<file path="config.mk">
export PLATFORM = sky130hd
export DESIGN_NAME = tlc_line_sched_flat
export DESIGN_NICKNAME = d
export VERILOG_FILES = /design/src/rtl/tlc_line_sched_pkg.sv /design/src/rtl/tlc_line_sched_if.sv /design/src/rtl/tlc_line_sched_packer.sv /design/src/rtl/tlc_line_sched.sv /design/src/flat_wrapper.sv
export SDC_FILE = /design/constraint.sdc
export NUM_CORES = 1
export LEC_CHECK = 0
export CAP_MARGIN = 20
export CORE_ASPECT_RATIO = 1.4
export CORE_MARGIN = 4
export CORE_UTILIZATION = 46
export CTS_BUF_LIST = sky130_fd_sc_hd__clkbuf_4 sky130_fd_sc_hd__clkbuf_8
export DETAILED_ROUTE_END_ITERATION = 8
export PLACE_DENSITY = 0.86
export SLEW_MARGIN = 20
export SYNTH_ARGS = -nofsm -noshare
export SYNTH_HDL_FRONTEND = slang
export SYNTH_SLANG_ARGS = --single-unit
export TNS_END_PERCENT = 1
</file>
<file path="constraint.sdc">
create_clock -name sys_clk -period 2.15 [get_ports sys_clk]
set_input_delay 0.43 -clock sys_clk [delete_from_list [all_inputs] [get_ports sys_clk]]
set_output_delay 0.43 -clock sys_clk [all_outputs]
set_load 0.05 [all_outputs]
</file>
<file path="src/rtl/tlc_line_sched_pkg.sv">
// Shared constants and types for the TLC5957 line scheduler.
//   WORD_W          width of one packed greyscale word
//   BYTES_PER_WORD  FIFO bytes packed into one word
//   SH_CMD_*        shifter command encodings (3 is reserved, never driven)
//   sched_state_e   scheduler FSM states
package tlc_line_sched_pkg;

  localparam int unsigned WORD_W         = 48;
  localparam int unsigned BYTES_PER_WORD = 6;

  localparam logic [1:0] SH_CMD_SHIFT = 2'd0;
  localparam logic [1:0] SH_CMD_WRTGS = 2'd1;
  localparam logic [1:0] SH_CMD_LATGS = 2'd2;

  typedef enum logic [1:0] {
    StIdle    = 2'd0,
    StFetch   = 2'd1,
    StPresent = 2'd2
  } sched_state_e;

  // Command for a word: LATGS closes the line, WRTGS closes each pass through the chain.
  // With a single chip there is no chain boundary to mark, so only LATGS is special.
  function automatic logic [1:0] word_cmd(input logic last_word, input logic last_chip,
                                          input logic multi_chip);
    if (last_word) return SH_CMD_LATGS;
    if (multi_chip && last_chip) return SH_CMD_WRTGS;
    return SH_CMD_SHIFT;
  endfunction

endpackage

</file>
<file path="src/rtl/tlc_line_sched_if.sv">
// Handshake bundle between the scheduler, the colour FIFO and the serial shifter.
//   fifo_rd/fifo_data/fifo_empty  FIFO read port (data one cycle after fifo_rd)
//   sh_valid/sh_ready/sh_data/sh_cmd  word stream to the shifter
// Modports: master = scheduler side, slave = FIFO/shifter side.
interface tlc_line_sched_if;
  import tlc_line_sched_pkg::*;

  logic              fifo_rd;
  logic [7:0]        fifo_data;
  logic              fifo_empty;
  logic              sh_valid;
  logic              sh_ready;
  logic [WORD_W-1:0] sh_data;
  logic [1:0]        sh_cmd;

  modport master (
    output fifo_rd, sh_valid, sh_data, sh_cmd,
    input  fifo_data, fifo_empty, sh_ready
  );

  modport slave (
    input  fifo_rd, sh_valid, sh_data, sh_cmd,
    output fifo_data, fifo_empty, sh_ready
  );
endinterface

</file>
<file path="src/rtl/tlc_line_sched_packer.sv">
// tlc_byte_packer: shifts FIFO bytes into a 48-bit word, first byte ending in [47:40].
//   sys_clk, global_rst  clock, synchronous active-high reset
//   clear                drop the current word and byte count
//   load, byte_in        append one byte
//   word                 packed word
//   done                 high while the final byte of a word is being loaded
module tlc_byte_packer
  import tlc_line_sched_pkg::*;
(
  input  logic              sys_clk,
  input  logic              global_rst,
  input  logic              clear,
  input  logic              load,
  input  logic [7:0]        byte_in,
  output logic [WORD_W-1:0] word,
  output logic              done
);

  logic [WORD_W-1:0] word_q;
  logic [2:0]        cnt_q;

  always_ff @(posedge sys_clk) begin
    if (global_rst || clear) begin
      word_q <= '0;
      cnt_q  <= '0;
    end else if (load) begin
      word_q <= {word_q[WORD_W-9:0], byte_in};
      cnt_q  <= cnt_q + 3'd1;
    end
  end

  assign word = word_q;
  assign done = load && (cnt_q == 3'(BYTES_PER_WORD - 1));

endmodule

</file>
<file path="src/rtl/tlc_line_sched.sv">
// tlc_line_sched: per-line scheduler between the colour FIFO and the TLC5957 shifter.
// Each accepted line_sync drains CHIPS*GRP_WORDS words of 6 bytes from the FIFO and issues
// them with SHIFT/WRTGS/LATGS; tracks the angular line index and flags underrun/overrun.
// Ports:
//   sys_clk, global_rst   clock, synchronous active-high reset
//   frame_start           pulse: next accepted line_sync restarts line_idx at 0
//   line_sync             pulse: start of a new angular line
//   bus (master)          FIFO read port and shifter word stream
//   line_idx              index of line currently/last scheduled
//   busy                  line in progress
//   underrun, overrun     1-cycle pulses: FIFO empty at line start / line_sync while busy
// Build option: BLANK_ON_UNDERRUN_EN -- an underrun line is sent as all-zero words instead
// of being skipped.
module tlc_line_sched
  import tlc_line_sched_pkg::*;
#(
  parameter int unsigned LINES     = 512,
  parameter int unsigned CHIPS     = 1,
  parameter int unsigned GRP_WORDS = 16
) (
  input  logic                     sys_clk,
  input  logic                     global_rst,
  input  logic                     frame_start,
  input  logic                     line_sync,
  tlc_line_sched_if.master         bus,
  output logic [$clog2(LINES)-1:0] line_idx,
  output logic                     busy,
  output logic                     underrun,
  output logic                     overrun
);

  localparam int unsigned NWords   = CHIPS * GRP_WORDS;
  localparam int unsigned WordCntW = $clog2(NWords + 1);
  localparam int unsigned ChipW    = $clog2(CHIPS + 1);
  localparam int unsigned IdxW     = $clog2(LINES);
  localparam bit          MultiChip = (CHIPS > 1);

  sched_state_e        state_q, state_d;
  logic [IdxW-1:0]     idx_q, idx_d;
  logic                pend_q, pend_d;
  logic                busy_q, busy_d;
  logic                underrun_q, underrun_d;
  logic                overrun_q, overrun_d;
  logic                blank_q, blank_d;
  logic [2:0]          rd_cnt_q, rd_cnt_d;
  logic                rd_pend_q;
  logic [WordCntW-1:0] word_q, word_d;
  logic [ChipW-1:0]    chip_q, chip_d;

  logic              fifo_rd;
  logic              pk_clear;
  logic              pk_done;
  logic [WORD_W-1:0] pk_word;
  logic              last_word;
  logic              last_chip;
  logic              present;

  tlc_byte_packer u_packer (
    .sys_clk    (sys_clk),
    .global_rst (global_rst),
    .clear      (pk_clear),
    .load       (rd_pend_q),
    .byte_in    (bus.fifo_data),
    .word       (pk_word),
    .done       (pk_done)
  );

  assign last_word = (word_q == WordCntW'(NWords - 1));
  assign last_chip = (chip_q == ChipW'(CHIPS - 1));
  assign present   = (state_q == StPresent);

  // Gated by reset so an aborted line issues no read in the reset cycle itself.
  assign fifo_rd = (state_q == StFetch) && !blank_q && !bus.fifo_empty &&
                   (rd_cnt_q < 3'(BYTES_PER_WORD)) && !global_rst;

  assign bus.fifo_rd  = fifo_rd;
  assign bus.sh_valid = present;
  assign bus.sh_data  = (present && !blank_q) ? pk_word : '0;
  assign bus.sh_cmd   = present ? word_cmd(last_word, last_chip, MultiChip) : SH_CMD_SHIFT;

  assign line_idx = idx_q;
  assign busy     = busy_q;
  assign underrun = underrun_q;
  assign overrun  = overrun_q;

  always_comb begin
    state_d    = state_q;
    idx_d      = idx_q;
    pend_d     = pend_q | frame_start;
    busy_d     = busy_q;
    underrun_d = 1'b0;
    overrun_d  = line_sync && (state_q != StIdle);
    blank_d    = blank_q;
    rd_cnt_d   = rd_cnt_q + {2'b00, fifo_rd};
    word_d     = word_q;
    chip_d     = chip_q;
    pk_clear   = 1'b0;

    unique case (state_q)
      StIdle: begin
        if (line_sync) begin
          // Skipped lines still advance the index.
          if (pend_q || frame_start) idx_d = '0;
          else if (idx_q == IdxW'(LINES - 1)) idx_d = '0;
          else idx_d = idx_q + IdxW'(1);
          pend_d = 1'b0;
          if (bus.fifo_empty) begin
            underrun_d = 1'b1;
`ifdef BLANK_ON_UNDERRUN_EN
            blank_d = 1'b1;
            busy_d  = 1'b1;
            state_d = StFetch;
`endif
          end else begin
            blank_d = 1'b0;
            busy_d  = 1'b1;
            state_d = StFetch;
          end
        end
      end
      StFetch: begin
        if (blank_q || pk_done) state_d = StPresent;
      end
      StPresent: begin
        if (bus.sh_ready) begin
          pk_clear = 1'b1;
          rd_cnt_d = '0;
          if (last_word) begin
            state_d = StIdle;
            busy_d  = 1'b0;
            blank_d = 1'b0;
            word_d  = '0;
            chip_d  = '0;
          end else begin
            state_d = StFetch;
            word_d  = word_q + WordCntW'(1);
            chip_d  = last_chip ? '0 : chip_q + ChipW'(1);
          end
        end
      end
      default: state_d = StIdle;
    endcase
  end

  always_ff @(posedge sys_clk) begin
    if (global_rst) begin
      state_q    <= StIdle;
      idx_q      <= '0;
      pend_q     <= 1'b0;
      busy_q     <= 1'b0;
      underrun_q <= 1'b0;
      overrun_q  <= 1'b0;
      blank_q    <= 1'b0;
      rd_cnt_q   <= '0;
      rd_pend_q  <= 1'b0;
      word_q     <= '0;
      chip_q     <= '0;
    end else begin
      state_q    <= state_d;
      idx_q      <= idx_d;
      pend_q     <= pend_d;
      busy_q     <= busy_d;
      underrun_q <= underrun_d;
      overrun_q  <= overrun_d;
      blank_q    <= blank_d;
      rd_cnt_q   <= rd_cnt_d;
      rd_pend_q  <= fifo_rd;
      word_q     <= word_d;
      chip_q     <= chip_d;
    end
  end

endmodule

</file>
<file path="src/flat_wrapper.sv">
// flat-port wrapper written by rule: the top's interface ports become plain ports
module tlc_line_sched_flat import tlc_line_sched_pkg::*;
#(
  parameter int unsigned LINES     = 512,
  parameter int unsigned CHIPS     = 1,
  parameter int unsigned GRP_WORDS = 16
)
  (sys_clk, global_rst, frame_start, line_sync, line_idx, busy, underrun, overrun, bus_fifo_rd, bus_sh_valid, bus_sh_data, bus_sh_cmd, bus_fifo_data, bus_fifo_empty, bus_sh_ready);
  tlc_line_sched_if bus_i ();
  input  logic sys_clk;
  input  logic global_rst;
  input  logic frame_start;
  input  logic line_sync;
  output logic [$clog2(LINES)-1:0] line_idx;
  output logic busy;
  output logic underrun;
  output logic overrun;
  output wire logic [$bits(bus_i.fifo_rd)-1:0] bus_fifo_rd;
  output wire logic [$bits(bus_i.sh_valid)-1:0] bus_sh_valid;
  output wire logic [$bits(bus_i.sh_data)-1:0] bus_sh_data;
  output wire logic [$bits(bus_i.sh_cmd)-1:0] bus_sh_cmd;
  input wire logic [$bits(bus_i.fifo_data)-1:0] bus_fifo_data;
  input wire logic [$bits(bus_i.fifo_empty)-1:0] bus_fifo_empty;
  input wire logic [$bits(bus_i.sh_ready)-1:0] bus_sh_ready;
  assign bus_fifo_rd = bus_i.fifo_rd;
  assign bus_sh_valid = bus_i.sh_valid;
  assign bus_sh_data = bus_i.sh_data;
  assign bus_sh_cmd = bus_i.sh_cmd;
  assign bus_i.fifo_data = bus_fifo_data;
  assign bus_i.fifo_empty = bus_fifo_empty;
  assign bus_i.sh_ready = bus_sh_ready;
  tlc_line_sched #(.LINES(LINES), .CHIPS(CHIPS), .GRP_WORDS(GRP_WORDS)) u_core (.sys_clk(sys_clk), .global_rst(global_rst), .frame_start(frame_start), .line_sync(line_sync), .bus(bus_i), .line_idx(line_idx), .busy(busy), .underrun(underrun), .overrun(overrun));
endmodule
</file>
==> flow_summary.ini <==
[clocking]
cts_tree = built
path_clk_slew_ns = 0.07
clock_path_buffers = 2
cts-root-buf = clkbuf_8
htree_levels = 3
cts_setup_buffers = 0
cts_buffers = 9
clock-sinks = 75
clk_latency_ns = 0.34

[sta]
fmax_ghz = 0.485
finClkSkew_ns = 0.00910
finalMaxSlewViolations = 0
hold_violations = 0
tightest_slew_ns = 0.535
rsz0062_at_grt = no
fin_crit_sh = 0.960
fin_crit_ns = 2.06
tns_ns = 0
slew_headroom = 0.642
setup_viol = 0
timing.hold.ws_ns = 0.439

[final_layout]
seq_area_um2 = 1510
multi_input_area_um2 = 1680
final_net_count = 456
final_cell_area_um2 = 4940
antenna_cells = 0
area_growth_pct = 49.2
n_fill_cell = 479
drive_gt1_frac = 0.211

[global_routing]
grt_first_pass_wirelength_mm = 14.1
antenna_found_initial = 0
overflow = 0
grt_pass1_vias = 2888
grt_max_degree = 58
grt_usage = 0.208

[synth]
async_reset_ff_frac = 0
syn-cell-area_um2 = 3310
synthCells = 363
yosysSeqAreaShare = 0.454
synth_cell_type_count = 42
yosys-top-cells-area = dfxtp_1 45%, mux2i_1 15%, and3_1 9.1%, nor2_1 7.1%, ha_1 2.6%
yosysMostFrequentCell = dfxtp_1
synth_top_area_share = 0.454
synth_warnings = 0
ys.flop_type = dfxtp_1
synth_commonest_cells = 75 x dfxtp_1, 63 x nor2_1, 48 x and3_1, 48 x mux2i_1, 22 x clkbuf_1
synth_seq_cells = 75
syn_area_per_cell_um2 = 9.11
synth-edff-count = 0
synth_top_cell_by_area = dfxtp_1
syn_nets = 384

[floorplanning]
core.rowCount = 36
initial_core_util = 0.474
coreArea_um2 = 6980
die_w_um = 79.7
die_h_um = 108
dieArea_um2 = 8630
ios = 78

[critical_path]
setup.worst_path.end_class = output pin
critical_path_class = primary input to output pin
crit_required_ns = 1.72
crit_path_start_kind = primary input
crit_fanout = 2
reg2reg_slack_ns = 0.12
reg2reg_depth = 7
cp.arrival_ns = 1.63

[drt]
drtIter0Drc = 118
vias = 2867
finalWirelength_mm = 8.63
viasPerCell = 5.36
ant_nets = 0
route.detailed.drc = 0
drt-pass1-iter-count = 4
routedWlPerCell_um = 16.1

[min_path]
holdPathStages = 3
hold_class = primary input to register

[power]
seqPwrFrac = 0.549
p_leak_nw = 2.00
swShare = 0.248
intPower_mw = 1.93
irDropWorstVdd_uv = 333
switchingPower_uw = 637
p_per_area_nw_per_um2 = 520
power_frac_clock = 0.376
combPwrFrac = 0.075

[placement]
dp_hpwl_mm = 6.10
io_buffer_count = 76
gp_congestion = 0.833
placed_cell_area_um2 = 4740

[outcome]
status = completed

[job]
max_cap_viol_count = 0
-- area by class of cell --
cell class / instances / share of cell area
clock buffer: 10 / 0.0279
sequential: 75 / 0.305
clock inverter: 6 / 0.00811
inverter: 8 / 0.00608
timing repair buffer: 90 / 0.287
multi-input combinational: 251 / 0.341
tap: 95 / 0.0241
-- placed cells by master, fill, tap and decap left out, types with 2 or more instances in the layout --
master | synthesis | layout
o32ai_1 | 2 | 2
clkbuf_8 | 0 | 10
buf_4 | 1 | 11
o211ai_1 | 3 | 3
or4_4 | 1 | 2
xnor2_1 | 2 | 2
or3_1 | 4 | 3
ha_1 | 7 | 6
inv_1 | 8 | 8
buf_12 | 0 | 54
o21ai_0 | 2 | 2
dfxtp_1 | 75 | 72
nor2b_1 | 2 | 2
dlymetal6s2s_1 | 0 | 2
dfxtp_2 | 0 | 2
and4_1 | 2 | 2
nand3b_1 | 3 | 3
nor3_1 | 4 | 4
clkdlybuf4s50_1 | 0 | 23
clkinv_2 | 0 | 3
nor2_1 | 63 | 63
mux2i_1 | 48 | 48
nand4b_1 | 3 | 3
xor2_1 | 2 | 2
a211oi_1 | 2 | 2
nand2b_1 | 4 | 3
nand2_1 | 13 | 13
a21oi_1 | 11 | 10
nor3b_1 | 4 | 4
nand4_1 | 2 | 2
and3_1 | 48 | 48
nand3_1 | 6 | 5
-- kinds of logic after synthesis --
kind of cell	share of synthesized area
simple gates	0.260
flops	0.454
mux	0.145
buf+inv	0.0461
compound gates	0.0567
fa+ha+maj	0.0265
xor+xnor	0.0106
other cells	0.00113
-- through the flow --
stage / total power, mW / instances / setup WS (ns) / util
after floorplan: 1.56 / 363 / -0.0166 / -
after global placement: 1.63 / 519 / 0.00717 / 0.678
after detailed placement: 1.63 / 519 / -0.0631 / 0.678
after CTS: 2.59 / 535 / 0.00637 / 0.705
after global routing: 2.68 / 535 / 0.000587 / 0.707
final: 2.57 / 535 / 0.0866 / 0.707
-- power by group through the flow --
| stage | clock (mW) | sequential, mW | combinational (mW) |
|---|---|---|---|
| after detailed placement | 0 | 1.44 | 0.190 |
| after global routing | 1.06 | 1.41 | 0.207 |
| after global placement | 0 | 1.44 | 0.184 |
| after CTS | 0.983 | 1.41 | 0.193 |
| final | 0.965 | 1.41 | 0.193 |
| after floorplan | 0 | 1.45 | 0.102 |
-- per-layer routing --
layer	part of all wire	routed length, µm	vias to the layer above	global-route usage
met3	0.069	596	12	0.0792
met4	0.015	131	0	0.0749
met1	0.40	3460	1374	0.233
li1	-	-	1403	-
met2	0.51	4440	78	0.356
met5	0	0	-	0
-- repair_timing --
item,CTS,global route
pin swaps,0,3
resized for setup,2,5
hold buffers,0,0
setup endpoints to repair,2,4
hold endpoints to repair,0,0
-- worst max-delay path, cell delays in order --
cell	delay [ns]
clkdlybuf4s50_1	0.43
or4_4	0.45
a21oi_4	0.17
buf_12	0.15
-- worst paths after layout --
path / to / start
max: bus_fifo_rd / bus_fifo_empty
min: u_core.rd_pend_q / global_rst
max reg2reg: u_core.line_idx[6] / u_core.line_idx[0]
min reg2reg: u_core.word_q[4] / u_core.word_q[4]
-- state kept, by name, indices dropped and copies added, names as in the netlist --
| signal | flops |
|---|---|
| u_core.u_packer.cnt_q | 3 |
| u_core.u_packer.word | 48 |
| u_core.rd_cnt_q | 3 |
| u_core.busy | 1 |
| u_core.overrun | 1 |
| u_core.word_q | 5 |
| u_core.line_idx | 9 |
| u_core.underrun | 1 |
| u_core.rd_pend_q | 1 |
| u_core.state_q | 2 |
| u_core.pend_q | 1 |
Note: power is estimated with default switching activity, not from simulation.
